--- src/rtl/debounce_pkg.sv ---
// debounce_pkg: shared constants for the debounce scanner.
//   ST_IDLE / ST_SCAN     - scanner FSM encodings
//   TICK_DIV_1MS_16MHZ    - default prescaler divide (1 ms at 16 MHz)
//   clog2()               - ceil(log2(v)), used for index/counter widths
package debounce_pkg;

  localparam logic [0:0] ST_IDLE = 1'b0;
  localparam logic [0:0] ST_SCAN = 1'b1;

  localparam int unsigned TICK_DIV_1MS_16MHZ = 16000;

  function automatic int unsigned clog2(input int unsigned v);
    int unsigned r;
    r = 0;
    while ((64'd1 << r) < 64'(v)) r = r + 1;
    return r;
  endfunction

endpackage

--- src/rtl/debounce_scan_tick_gen.sv ---
// tick_gen: free-running prescaler, counts 0..TICK_DIV-1 and wraps.
//   clk  - system clock
//   rst  - synchronous active-high reset (count -> 0)
//   tick - high for one clock while the count sits at TICK_DIV-1
module tick_gen
  import debounce_pkg::*;
#(
  parameter int unsigned TICK_DIV = TICK_DIV_1MS_16MHZ
) (
  input  logic clk,
  input  logic rst,
  output logic tick
);

  localparam int unsigned W = (TICK_DIV > 1) ? clog2(TICK_DIV) : 1;

  logic [W-1:0] cnt_q, cnt_d;
  logic         wrap;

  assign wrap = (cnt_q == W'(TICK_DIV - 1));
  assign tick = wrap;

  always_comb begin
    cnt_d = wrap ? '0 : cnt_q + 1'b1;
  end

  always_ff @(posedge clk) begin
    if (rst) cnt_q <= '0;
    else     cnt_q <= cnt_d;
  end

endmodule

--- src/rtl/debounce_scan.sv ---
// debounce_scan: time-multiplexed debouncer for N inputs. One prescaler tick
// starts a scan that visits one input per clock (slot i = i clocks after the
// scan starts); each slot compares the synchronized input with its debounced
// level and updates that input's stable counter.
//   clk  - system clock          rst  - synchronous active-high reset
//   in   - raw async inputs [N]  db   - debounced levels [N]
//   rise - 0->1 pulse [N]        fall - 1->0 pulse [N]
//   busy - scan in progress      rpt  - auto-repeat pulse [N]
// Optional macro DEBOUNCE_SCAN_REPEAT_EN adds per-input hold counters driving
// rpt; without it rpt is tied to 0.
module debounce_scan
  import debounce_pkg::*;
#(
  parameter int unsigned N         = 8,
  parameter int unsigned TICK_DIV  = TICK_DIV_1MS_16MHZ,
  parameter int unsigned STABLE    = 10,
  parameter int unsigned CNT_W     = 4,
  parameter int unsigned RPT_DELAY = 500,
  parameter int unsigned RPT_RATE  = 100
) (
  input  logic         clk,
  input  logic         rst,
  input  logic [N-1:0] in,
  output logic [N-1:0] db,
  output logic [N-1:0] rise,
  output logic [N-1:0] fall,
  output logic         busy,
  output logic [N-1:0] rpt
);

  localparam int unsigned IDX_W = (N > 1) ? clog2(N) : 1;

  // A tick arriving mid-scan would corrupt idx; the counter must hold STABLE-1.
  if (TICK_DIV < N + 2) begin : g_bad_tick_div
    $error("debounce_scan: TICK_DIV must be >= N+2");
  end
  if ((64'd1 << CNT_W) <= 64'(STABLE)) begin : g_bad_cnt_w
    $error("debounce_scan: 2**CNT_W must exceed STABLE");
  end
  if (STABLE < 1 || RPT_RATE < 1 || RPT_RATE > RPT_DELAY) begin : g_bad_rpt
    $error("debounce_scan: need STABLE >= 1 and 1 <= RPT_RATE <= RPT_DELAY");
  end

  logic             tick;
  logic [N-1:0]     sync_q, s_q;
  logic [0:0]       state_q, state_d;
  logic [IDX_W-1:0] idx_q, idx_d;
  logic [CNT_W-1:0] cnt_q [N];
  logic [CNT_W-1:0] cnt_d [N];
  logic [N-1:0]     db_q, db_d, rise_q, rise_d, fall_q, fall_d;
  logic [N-1:0]     slot_v, flip_v;

  tick_gen #(.TICK_DIV(TICK_DIV)) u_tick (
    .clk  (clk),
    .rst  (rst),
    .tick (tick)
  );

  always_comb begin
    state_d = state_q;
    idx_d   = idx_q;
    case (state_q)
      ST_IDLE: if (tick) begin
        state_d = ST_SCAN;
        idx_d   = '0;
      end
      ST_SCAN: if (idx_q == IDX_W'(N - 1)) begin
        state_d = ST_IDLE;
        idx_d   = '0;
      end else begin
        idx_d = idx_q + 1'b1;
      end
      default: state_d = ST_IDLE;
    endcase
  end

  always_comb begin
    db_d   = db_q;
    rise_d = '0;
    fall_d = '0;
    slot_v = '0;
    flip_v = '0;
    for (int unsigned i = 0; i < N; i++) begin
      cnt_d[i] = cnt_q[i];
      slot_v[i] = (state_q == ST_SCAN) && (idx_q == IDX_W'(i));
      if (slot_v[i]) begin
        if (s_q[i] == db_q[i]) begin
          cnt_d[i] = '0;
        end else if (cnt_q[i] == CNT_W'(STABLE - 1)) begin
          flip_v[i] = 1'b1;
          db_d[i]   = ~db_q[i];
          cnt_d[i]  = '0;
          rise_d[i] = ~db_q[i];
          fall_d[i] = db_q[i];
        end else begin
          cnt_d[i] = cnt_q[i] + 1'b1;
        end
      end
    end
  end

  always_ff @(posedge clk) begin
    if (rst) begin
      sync_q  <= '0;
      s_q     <= '0;
      state_q <= ST_IDLE;
      idx_q   <= '0;
      db_q    <= '0;
      rise_q  <= '0;
      fall_q  <= '0;
      for (int unsigned i = 0; i < N; i++) cnt_q[i] <= '0;
    end else begin
      sync_q  <= in;
      s_q     <= sync_q;
      state_q <= state_d;
      idx_q   <= idx_d;
      db_q    <= db_d;
      rise_q  <= rise_d;
      fall_q  <= fall_d;
      for (int unsigned i = 0; i < N; i++) cnt_q[i] <= cnt_d[i];
    end
  end

`ifdef DEBOUNCE_SCAN_REPEAT_EN
  localparam int unsigned HC_W = clog2(RPT_DELAY + 1);

  logic [HC_W-1:0] hc_q [N];
  logic [HC_W-1:0] hc_d [N];
  logic [N-1:0]    rpt_q, rpt_d;

  // Reloading to RPT_DELAY-RPT_RATE makes later repeats RPT_RATE ticks apart.
  always_comb begin
    rpt_d = '0;
    for (int unsigned i = 0; i < N; i++) begin
      hc_d[i] = hc_q[i];
      if (slot_v[i]) begin
        if (!db_q[i] || flip_v[i]) begin
          hc_d[i] = '0;
        end else if (hc_q[i] == HC_W'(RPT_DELAY - 1)) begin
          rpt_d[i] = 1'b1;
          hc_d[i]  = HC_W'(RPT_DELAY - RPT_RATE);
        end else begin
          hc_d[i] = hc_q[i] + 1'b1;
        end
      end
    end
  end

  always_ff @(posedge clk) begin
    if (rst) begin
      rpt_q <= '0;
      for (int unsigned i = 0; i < N; i++) hc_q[i] <= '0;
    end else begin
      rpt_q <= rpt_d;
      for (int unsigned i = 0; i < N; i++) hc_q[i] <= hc_d[i];
    end
  end

  assign rpt = rpt_q;
`else
  assign rpt = '0;
`endif

  assign db   = db_q;
  assign rise = rise_q;
  assign fall = fall_q;
  assign busy = (state_q == ST_SCAN);

endmodule

--- config.mk ---
export PLATFORM = sky130hd
export DESIGN_NAME = debounce_scan
export DESIGN_NICKNAME = d
export VERILOG_FILES = /design/src/rtl/debounce_pkg.sv /design/src/rtl/debounce_scan_tick_gen.sv /design/src/rtl/debounce_scan.sv
export SDC_FILE = /design/constraint.sdc
export NUM_CORES = 1
export LEC_CHECK = 0
export ABC_AREA = 1
export CAP_MARGIN = 20
export CORE_ASPECT_RATIO = 1.25
export CORE_MARGIN = 2
export CORE_UTILIZATION = 55
export CTS_CLUSTER_DIAMETER = 30
export DETAILED_ROUTE_END_ITERATION = 12
export HOLD_SLACK_MARGIN = 0.12
export PLACE_DENSITY = 0.78
export SLEW_MARGIN = 5
export SYNTH_ARGS = -nofsm -noshare
export SYNTH_HDL_FRONTEND = slang
export SYNTH_SLANG_ARGS = --single-unit
--- constraint.sdc ---
create_clock -name clk -period 2.2 [get_ports clk]
set_input_delay 0.22 -clock clk [delete_from_list [all_inputs] [get_ports clk]]
set_output_delay 0.22 -clock clk [all_outputs]
set_load 0.02 [all_outputs]
Yosys cells after proc, flatten, opt, wreduce, memory -nomap -nowiden
Memory sizes are Yosys's and may differ from the RTL's.
Index checks and enable logic that the tools add are counted.
- reductions and logical operators: 26
- $lt $le $gt $ge: 0
- div/mod/pow operators: 0
- equality and inequality tests: 25
- $mul: 0
- $add $sub $neg: 10
- bitwise logic cells: 41
- muxes and demuxes: 41
- shifts and indexed selects: 0
- operator list (cell ; count):
    4-bit two-way mux ; 32
    1-bit NOT ; 33
    4-bit by 1-bit adder with 4-bit output, second input constant ; 8
    4-bit == test, second input constant ; 8
    4-bit OR reduction ; 8
    3-bit AND reduction ; 8
    14-bit by 1-bit adder with 14-bit output, second input constant ; 1
    14-bit == test, second input constant ; 1
    3-bit == test, second input constant ; 4
    1-bit == test ; 8
    1-bit logical AND ; 8
    1-bit OR ; 8
    3-bit by 2-bit == test with 1-bit output, second input constant ; 2
    3-bit two-way mux ; 2
    3-bit case mux with 2 select lines ; 1
    1-bit two-way mux ; 5
    3-bit by 1-bit adder with 3-bit output, second input constant ; 1
    3-bit by 1-bit == test with 1-bit output, second input constant ; 1
    3-bit zero test ; 1
    2-bit by 1-bit != test with 1-bit output, second input constant ; 1
    1-bit case mux with 2 select lines ; 1
    2-bit OR reduction ; 1
- memories: 1
- register bits: 58
- bits in writable memories: 32
- latch bits: 0
- ROM bits: 0
- bits of input ports: 10
- memories (memory ; words ; bits a word ; rd ports ; clocked after memory_dff ; write ports ; RTL line ; RTL):
    cnt_q ; 8 ; 4 ; 8 ; 0 ; 8 ; debounce_scan.sv:48 ; logic [CNT_W-1:0] cnt_q [N];

Depth between registers and ports, before layout
An unclocked memory read counts as a cell.
- depth in word-level cells: 6
- depth in mapped cells: 9

By module
A second synthesis with hierarchy kept.
- cell total of the unflattened synthesis: 562
- area, all modules: 4211.5 µm²
- by module, submodules not included (module ; area each (µm²) ; times used ; cells each ; sequential area each (µm²)):
    debounce_scan ; 3507.1 ; 1 ; 460 ; 1521.5
    tick_gen ; 704.4 ; 1 ; 102 ; 280.3

Worst setup path before layout
OpenSTA, ideal clock, no wires.
- path kind: register -> register
- from: register u_tick.cnt_q[0]
- to: register u_tick.cnt_q[5]
- arrival: 1205 ps
- path slack: 880 ps
- period minus slack after synthesis: 1320 ps
- required time: 2085 ps
- cell stages (with the launch flop): 8
- path through: dfxtp_1 > ha_1 > nand3_2 > nor2_4 > nand3_4 > nand2_4 > buf_12 > nor2_2
- longest elaborated chain between the ends: 2
- RTL lines (what ; RTL line ; RTL):
    start: declaration ; debounce_scan_tick_gen.sv:17 ; logic [W-1:0] cnt_q, cnt_d;
    start signal: assignment ; debounce_scan_tick_gen.sv:29 ; else cnt_q <= cnt_d;
    parallel branches: the longest is 2 deep, another holds 14-bit by 1-bit adder with 14-bit output ; n/a ;
Parallel ways; which one is timed is not known.
A chain may end at the register's enable or synchronous reset.

Final worst setup path
- from: register state_q (netlist: busy)
- to: output port busy
- RTL lines (what ; RTL line ; RTL):
    start: declaration ; debounce_scan.sv:46 ; logic [0:0] state_q, state_d;
    start signal: assignment ; debounce_scan.sv:115 ; state_q <= state_d;
    end: declaration ; debounce_scan.sv:27 ; output logic busy,
No word-level cell between the ends.

==> results.toml <==
[layout]
num_antenna_cells = 0
final_cell_mix = "dfxtp_1, nand2_1, inv_1, nor2_1, a21oi_1"
drive_gt1_share_pct = 8.77
area_delta_synth_final_pct = 14.4
final_cell_area_um2 = 4690
finalNetCount = 589
fillers = 606
mostFrequentLayoutCell = "dfxtp_1"

[timing]
fmax_mhz = 552
clock_skew_ns = 0.00974
rsz0062_at_grt = "false"
finalCritPeriodShare_pct = 82.3
whs_ns = 0.373
setup_viol = 0
fin_ws_ns = 0.390
finalSetupTns_ns = 0
slew_headroom_pct = 63.8
fin_crit_ns = 1.81
finalMaxSlewViolations = 0
worst_pin_slew_ns = 0.542
hold_viol = 0

[cts]
clock_latency_ns = 0.36
clk_pin_slew_ns = 0.09
cts_root_buf = "clkbuf_8"
cts_resized = 0
cts.sinks = 90
htree_levels = 3
cts_made_buffers = 9
cts_hold_buf = 0
cts_tree = "done"
clk_path_buf_depth = 2
postCtsSetupRepairBufs = 0

[critical_path]
crit_family = "buffers and inverters"
crit_start = "busy"
cp-start-kind = "flop"
rr_startpoint = "idx_q[0]"
crit_arrival_ns = 1.59
crit_path_max_incr_delay_ns = 0.68
reg2reg_slack_ns = 0.68
cp_num_cells = 1
cp.required_ns = 1.98
cpMaxStageDelayCell = "clkdlybuf4s50_1"
path_cells = "clkdlybuf4s50_1"
crit_type = "flop to primary output"
r2r_cells = 8
critical_path.max_fanout = 10
end_kind = "primary output"
crit_buf_inv = 1

[die]
die_h_um = 101
chipWidth_um = 81.3
die_area_um2 = 8170
fp-row-count = 35
start_util_pct = 56.1
core-area_um2 = 7310
pin_count = 43

[run_status]
status = "finished, final reports clean"

[placed_design]
post-place-ws_ns = 0.712
gp_congestion = 0.755
placed_area_um2 = 4480
dp_hpwl_um = 5170
io_buffers = 34

[global_routing]
grt_pass1_vias = 3116
grt_use_met1_pct = 20.9
grt_use_met3_pct = 3.23
grt.overflow.total = 0
use_met2_pct = 34.8
grt_util_all_layers_pct = 19.3
grt_pass1_wl_um = 12500
grt_max_degree = 50
busiest_layer = "met2"
antenna_found_initial = 0

[route]
wirelength_um = 7230
wire_per_inst_um = 11.1
remaining_drc_errors = 0
routed_via_density = 5.02
dr.pass1.iters = 4
num_vias = 3269
drtIter0Drc = 112
ant_nets = 0

[min_path]
worstHoldPathType = "input port to flop"
hold_depth = 3
hp-start = "in[6]"

[synthesis]
avgSynthCellArea_um2 = 7.92
synthesis.area_um2 = 4100
ys_seq_area_share_pct = 43.9
ys_warn_count = 0
syn_inst = 518
ys_ff_latch = 90
netlist-cell-type-count = 31

[power_and_ir_drop]
peakVddDrop_uv = 456
power_leakage_nw = 1.90
finalPower_w = 0.00297
powerDensity_nw_per_um2 = 633

[run]
maxCapViolations = 0
sequential cells by signal (all words and copies together), names as in the netlist:
register,cells
cnt_q,32
s_q,8
fall,8
busy,1
sync_q,8
u_tick.cnt_q,14
rise,8
idx_q,3
db,8
layer usage:
layer	vias to the layer above	wire length, µm
li1	1686	-
met1	1515	3150
met2	52	3690
met3	16	217
met4	0	176
met5	-	0
cell families after synthesis:
kind of cell | synth area share [%]
and+or+nand+nor | 26.0
buffers and inverters | 9.82
DFF | 43.9
AOI/OAI and AO/OA | 7.29
xor gates and xnor gates | 5.55
adders and majority gates | 7.32
other | 0.0914
cells in the mapped netlist, drive strengths merged:
cell type   n  share of area (%)
nor2       76                8.1
o21ai      19                2.3
nand2      86                8.1
ha         24                7.3
xor2       20                4.3
a21oi      37                4.6
inv        76                7.0
o21a        1               0.18
o31ai       1               0.18
nand3      39                5.8
conb        1              0.091
dfxtp      90                 44
buf        15                2.7
xnor2       6                1.3
nor3        7                1.2
nand4      12                1.8
or2         1               0.15
nand3b      5               0.92
clkbuf      2               0.18
final timing paths:
| check | end |
|---|---|
| setup / recovery | busy |
| setup reg to reg | cnt_q[0][14] |
| hold reg to reg | s_q[4] |
| hold / removal | sync_q[6] |
report_power, final:
group / total [W] / switching, W / internal [W]
Combinational: 0.0000945 / 0.0000628 / 0.0000317
Sequential: 0.00165 / 0.00000886 / 0.00165
Clock: 0.00122 / 0.000586 / 0.000637
Total: 0.00297 / 0.000657 / 0.00231
per-stage QoR:
stage	std cells	utilization [%]
after global placement	636	61.2
after global routing	651	64.2
after CTS	651	64.2
final	651	64.2
after detailed placement	636	61.2
after floorplan	525	-
layout make-up:
type / instances / area (µm²) / area share [%]
multi-input combinational: 342 / 1920 / 41.0
sequential: 90 / 1800 / 38.4
timing repair buffer: 36 / 350 / 7.46
inverter: 76 / 285 / 6.08
clock buffer: 9 / 124 / 2.64
tap: 92 / 115 / 2.45
clock inverter: 6 / 92.6 / 1.97
(Power assumes the default switching activity.)
